## src/rtl/tdm_nibble_if.sv

```systemverilog
// Bus bundle between a nibble TDM stream source and the demux that rebuilds
// the four parallel slot values.
interface tdm_nibble_if #(
    parameter int WIDTH = 4
);
    logic             in_valid;
    logic             in_sof;
    logic [WIDTH-1:0] in_data;
    logic [WIDTH-1:0] out1;
    logic [WIDTH-1:0] out2;
    logic [WIDTH-1:0] out3;
    logic [WIDTH-1:0] out4;
    logic             out_valid;
    logic             frame_err;
    logic [1:0]       slot;

    modport master (
        output in_valid, in_sof, in_data,
        input  out1, out2, out3, out4, out_valid, frame_err, slot
    );

    modport slave (
        input  in_valid, in_sof, in_data,
        output out1, out2, out3, out4, out_valid, frame_err, slot
    );
endinterface

```

## src/rtl/tdm_nibble_demux.sv

```systemverilog
// 1:4 TDM nibble demultiplexer: gathers a 4-slot frame into a shadow buffer and
// commits all slots to the outputs at once when the slot-3 beat arrives.
//
// state   | meaning
// IDLE    | waiting for an SOF beat (slot 0)
// COLLECT | slot 0 taken, gathering slots 1..3 with idle-gap timeout
module tdm_nibble_demux #(
    parameter int WIDTH   = 4,
    parameter int TIMEOUT = 16
) (
    input logic        clk,
    input logic        rst_n,
    tdm_nibble_if.slave bus
);
    localparam int CW = (TIMEOUT < 2) ? 1 : $clog2(TIMEOUT + 1);
    localparam logic [CW-1:0] TO_LAST = CW'(TIMEOUT - 1);

    typedef enum logic {
        IDLE    = 1'b0,
        COLLECT = 1'b1
    } state_t;

    state_t           state, state_d;
    logic [1:0]       slot_q, slot_d;
    logic [CW-1:0]    cnt, cnt_d;
    logic [WIDTH-1:0] shadow0, shadow1, shadow2;
    logic             shadow_we;
    logic [1:0]       wr_idx;
    logic             commit;
    logic             err_d;

    always_ff @(posedge clk or negedge rst_n) begin
        if (!rst_n) begin
            state <= IDLE;
        end else begin
            state <= state_d;
        end
    end

    always_comb begin
        state_d   = state;
        slot_d    = slot_q;
        cnt_d     = cnt;
        shadow_we = 1'b0;
        wr_idx    = 2'd0;
        commit    = 1'b0;
        err_d     = 1'b0;
        case (state)
            IDLE: begin
                if (bus.in_valid) begin
                    if (bus.in_sof) begin
                        shadow_we = 1'b1;
                        slot_d    = 2'd1;
                        cnt_d     = '0;
                        state_d   = COLLECT;
                    end else begin
                        err_d = 1'b1;
                    end
                end
            end
            COLLECT: begin
                if (bus.in_valid) begin
                    cnt_d = '0;
                    if (bus.in_sof) begin
                        // early SOF restarts the frame with this beat as slot 0
                        err_d     = 1'b1;
                        shadow_we = 1'b1;
                        slot_d    = 2'd1;
                    end else if (slot_q == 2'd3) begin
                        commit  = 1'b1;
                        slot_d  = 2'd0;
                        state_d = IDLE;
                    end else begin
                        shadow_we = 1'b1;
                        wr_idx    = slot_q;
                        slot_d    = slot_q + 2'd1;
                    end
                end else if (cnt == TO_LAST) begin
                    err_d   = 1'b1;
                    cnt_d   = '0;
                    slot_d  = 2'd0;
                    state_d = IDLE;
                end else begin
                    cnt_d = cnt + 1'b1;
                end
            end
            default: begin
                state_d = IDLE;
                slot_d  = 2'd0;
                cnt_d   = '0;
            end
        endcase
    end

    always_ff @(posedge clk or negedge rst_n) begin
        if (!rst_n) begin
            slot_q        <= 2'd0;
            cnt           <= '0;
            shadow0       <= '0;
            shadow1       <= '0;
            shadow2       <= '0;
            bus.out1      <= '0;
            bus.out2      <= '0;
            bus.out3      <= '0;
            bus.out4      <= '0;
            bus.out_valid <= 1'b0;
            bus.frame_err <= 1'b0;
        end else begin
            slot_q        <= slot_d;
            cnt           <= cnt_d;
            bus.out_valid <= commit;
            bus.frame_err <= err_d;
            if (shadow_we) begin
                case (wr_idx)
                    2'd0:    shadow0 <= bus.in_data;
                    2'd1:    shadow1 <= bus.in_data;
                    default: shadow2 <= bus.in_data;
                endcase
            end
            if (commit) begin
                bus.out1 <= shadow0;
                bus.out2 <= shadow1;
                bus.out3 <= shadow2;
                bus.out4 <= bus.in_data;
            end
        end
    end

    assign bus.slot = slot_q;
endmodule

```

## src/flat_wrapper.sv

```systemverilog
// flat-port wrapper written by rule: the top's interface ports become plain ports
module tdm_nibble_demux_flat 
#(
    parameter int WIDTH   = 4,
    parameter int TIMEOUT = 16
)
  (clk, rst_n, bus_in_valid, bus_in_sof, bus_in_data, bus_out1, bus_out2, bus_out3, bus_out4, bus_out_valid, bus_frame_err, bus_slot);
  tdm_nibble_if #(.WIDTH(WIDTH)) bus_i ();
  input logic clk;
  input logic rst_n;
  input wire logic [$bits(bus_i.in_valid)-1:0] bus_in_valid;
  input wire logic [$bits(bus_i.in_sof)-1:0] bus_in_sof;
  input wire logic [$bits(bus_i.in_data)-1:0] bus_in_data;
  output wire logic [$bits(bus_i.out1)-1:0] bus_out1;
  output wire logic [$bits(bus_i.out2)-1:0] bus_out2;
  output wire logic [$bits(bus_i.out3)-1:0] bus_out3;
  output wire logic [$bits(bus_i.out4)-1:0] bus_out4;
  output wire logic [$bits(bus_i.out_valid)-1:0] bus_out_valid;
  output wire logic [$bits(bus_i.frame_err)-1:0] bus_frame_err;
  output wire logic [$bits(bus_i.slot)-1:0] bus_slot;
  assign bus_i.in_valid = bus_in_valid;
  assign bus_i.in_sof = bus_in_sof;
  assign bus_i.in_data = bus_in_data;
  assign bus_out1 = bus_i.out1;
  assign bus_out2 = bus_i.out2;
  assign bus_out3 = bus_i.out3;
  assign bus_out4 = bus_i.out4;
  assign bus_out_valid = bus_i.out_valid;
  assign bus_frame_err = bus_i.frame_err;
  assign bus_slot = bus_i.slot;
  tdm_nibble_demux #(.WIDTH(WIDTH), .TIMEOUT(TIMEOUT)) u_core (.clk(clk), .rst_n(rst_n), .bus(bus_i));
endmodule
```

## config.mk

```make
export PLATFORM = sky130hd
export DESIGN_NAME = tdm_nibble_demux_flat
export DESIGN_NICKNAME = d
export VERILOG_FILES = /design/src/rtl/tdm_nibble_if.sv /design/src/rtl/tdm_nibble_demux.sv /design/src/flat_wrapper.sv
export SDC_FILE = /design/constraint.sdc
export NUM_CORES = 1
export LEC_CHECK = 0
export ABC_CLOCK_PERIOD_IN_PS = 2450
export CELL_PAD_IN_SITES_DETAIL_PLACEMENT = 0
export CELL_PAD_IN_SITES_GLOBAL_PLACEMENT = 1
export CORE_ASPECT_RATIO = 1.1
export CORE_MARGIN = 2
export CORE_UTILIZATION = 45
export DETAILED_ROUTE_END_ITERATION = 8
export PLACE_DENSITY_LB_ADDON = 0.1
export SLEW_MARGIN = 40
export SYNTH_ARGS = -nofsm -noshare
export SYNTH_HDL_FRONTEND = slang
export SYNTH_SLANG_ARGS = --single-unit
export TNS_END_PERCENT = 1
```

## constraint.sdc

```tcl
create_clock -name clk -period 2.45 [get_ports clk]
set_input_delay 0.3675 -clock clk [delete_from_list [all_inputs] [get_ports clk]]
set_output_delay 0.3675 -clock clk [all_outputs]
set_load 0.01 [all_outputs]
```

==> flow_metrics.env <==
export IMPL_critical_path_peak_fanout=5
export IMPL_place_ws_ns=0.393
export IMPL_antenna_found_initial=0
export IMPL_initialDrtViolationCount=13
export IMPL_start_util=0.475
export IMPL_ys_top_cells_by_area="dfrtp_1, mux2_2, mux2_4, ha_1, a21oi_1"
export IMPL_cp_end_kind="output pin"
export IMPL_path_buf_inv=1
export IMPL_ys_ff_latch=38
export IMPL_io_buffers=27
export IMPL_slowest_stage="clkdlybuf4s50_1"
export IMPL_synth_top_cell_by_area="dfrtp_1"
export IMPL_critical_path_arrival_ns=1.35
export IMPL_final_net_count=158
export IMPL_avgSynthCellArea_sq_um=14.2
export IMPL_synthDistinctLibCells=29
export IMPL_clock_tree_root_cell="clkbuf_4"
export IMPL_max_cap_violations=0
export IMPL_ant_nets=0
export IMPL_hpwl_um=1980
export IMPL_routedWlPerCell_um=14.2
export IMPL_globalRouteTotalUtil=0.154
export IMPL_finalSetupViolations=0
export IMPL_rsz0062_at_grt="false"
export IMPL_slew_headroom=0.680
export IMPL_worstSkewPairLatency_ns=0.34
export IMPL_outcome="complete, no violations"
export IMPL_grt_pass1_wl_um=4410
export IMPL_synthArstFlopShare=1.00
export IMPL_globalplace_congestion=0.733
export IMPL_grt_max_degree=39
export IMPL_vias=990
export IMPL_timing_critical_path_cells="clkdlybuf4s50_1"
export IMPL_vdd_drop_max_mv=0.457
export IMPL_htree_num_levels=2
export IMPL_critPathLaunchType="flip-flop"
export IMPL_ios=28
export IMPL_leakage_nw=0.926
export IMPL_overflow=0
export IMPL_syn_nets=125
export IMPL_fmax_mhz=584
export IMPL_syn_inst=113
export IMPL_synth_edf_count=0
export IMPL_fin_crit_sh=0.699
export IMPL_finalClockSkew_ns=0.0101
export IMPL_antenna_cells=0
export IMPL_tritoncts_num_buffers=5
export IMPL_first_pass_iters=3
export IMPL_worstMarginPinSlew_ns=0.480
export IMPL_finalCriticalPeriod_ns=1.71
export IMPL_hold_violations=0
export IMPL_tns_ns=0
export IMPL_synth_ff_type="dfrtp_1"
export IMPL_drt_total_wl_um=2770
export IMPL_hold_class="reg2reg"
export IMPL_die_area_sq_um=4060
export IMPL_netlist_area_leader_share=0.592
export IMPL_crit_required_ns=2.08
export IMPL_path_clk_slew_ns=0.12
export IMPL_syn2layout_area_growth_pct=24.0
export IMPL_postCtsSetupRepairBufs=0
export IMPL_die_w_um=61.0
export IMPL_cts_tree="done"
export IMPL_cpLargestDelayFamily="buffers and inverters"
export IMPL_ys_seq_area_frac=0.592
export IMPL_maxSlewViolCount=0
export IMPL_vias_per_cell=5.08
export IMPL_cpPeakStageDelay_ns=0.56
export IMPL_grt_pass1_vias=985
export IMPL_core_area_sq_um=3390
export IMPL_power_density_nw_per_um2=1020
export IMPL_synth_warnings=0
export IMPL_synth_area_sq_um=1610
export IMPL_crit_type="reg2out"
export IMPL_clockBufferDepth=2
export IMPL_rows=22
export IMPL_die_h_um=66.7
export IMPL_p_total_mw=2.04
export IMPL_numClockSinks=38
export IMPL_remaining_drc_errors=0
export IMPL_setup_slack_ns=0.737
export IMPL_drive_gt1_frac=0.279
==> where the power goes <==
group          total, mW  switching [mW]  internal, mW
combinational      0.713           0.250         0.463
sequential         0.984           0.129         0.855
clock              0.339           0.201         0.138
total               2.04           0.581          1.46
==> what timing repair did <==
item                      in CTS  in global routing
resized for setup              0                  0
hold endpoints to repair       0                 20
hold buffers                   0                  1
==> placed cells by master (no fill, tap or decap), drive strengths merged, types with 3 or more instances in the layout <==
| master | netlist | routed |
|---|---|---|
| mux2 | 29 | 29 |
| o21ai | 3 | 3 |
| ha | 4 | 4 |
| a21oi | 5 | 5 |
| inv | 5 | 5 |
| nor2 | 3 | 3 |
| clkdlybuf4s50 | 0 | 26 |
| clkbuf | 1 | 6 |
| dfrtp | 38 | 38 |
| buf | 3 | 3 |
==> path summary, 6_finish.rpt <==
| kind | from | to | slack (ns) | depth (start not counted) |
|---|---|---|---|---|
| setup / recovery | u_core.bus.slot[0] | bus_slot[0] | 0.74 | 1 |
| hold / removal | u_core.cnt[4] | u_core.cnt[4] | 0.50 | 1 |
| setup reg to reg | u_core.bus.slot[0] | u_core.shadow0[3] | 0.79 | 5 |
| hold reg to reg | u_core.cnt[4] | u_core.cnt[4] | 0.50 | 1 |
| max in group asynchronous | rst_n | u_core.bus.out1[1] | 1.59 | 2 |
| min in group asynchronous | rst_n | u_core.bus.slot[1] | 0.51 | 2 |
==> synthesized netlist by cell type (all sizes together) (2+ instances only) <==
cell type and n:
a21oi 5, buf 3, dfrtp 38, ha 4, inv 5, mux2 29, nand2 2, nand2b 2
nand3 2, nor2 3, nor4bb 2, o21ai 3, o31ai 2
==> cells by family after synthesis <==
logic type / after synthesis / share of synthesized area
mux: 30 / 0.219
buf+inv: 9 / 0.0311
simple gates: 16 / 0.0639
fa+ha+maj: 4 / 0.0312
flops: 38 / 0.592
compound gates: 16 / 0.0631
==> metal layers <==
| layer | part of all wire | track usage | vias to the layer above |
|---|---|---|---|
| met5 | 0 | 0 | - |
| met4 | 0.019 | 0.0897 | 0 |
| met3 | 0.033 | 0.0408 | 5 |
| met2 | 0.54 | 0.265 | 18 |
| met1 | 0.41 | 0.165 | 500 |
| li1 | - | - | 467 |
==> metrics by stage <==
| stage | instance area (sq um) | instances | hold slack [ns] | util |
|---|---|---|---|---|
| 6_report | 1990 | 195 | 0.497 | 0.588 |
| 5_1_grt | 1990 | 195 | 0.515 | 0.588 |
| 4_1_cts | 1980 | 194 | 0.126 | 0.585 |
| 3_5_place_dp | 1920 | 186 | 0.473 | 0.566 |
| 3_3_place_gp | 1920 | 186 | 0.463 | 0.566 |
| 2_1_floorplan | 1610 | 113 | 0.0719 | - |
==> flip-flops by register name, indices dropped and copies added, names as in the netlist, 2 cells and up <==
register,flops
u_core.cnt,5
u_core.bus.out1,4
u_core.bus.out2,4
u_core.bus.out3,4
u_core.bus.out4,4
u_core.shadow0,4
u_core.shadow1,4
u_core.shadow2,4
u_core.bus.slot,2
==> final cells by class <==
class                      count  area [sq um]
clock buffer                   6          51.3
clock inverter                 2          12.5
fill                         292          1390
inverter                       5          18.8
multi-input combinational     66           606
sequential                    38           951
tap                           48          60.1
timing repair buffer          30           293
Note: power is estimated with default switching activity, not from simulation.
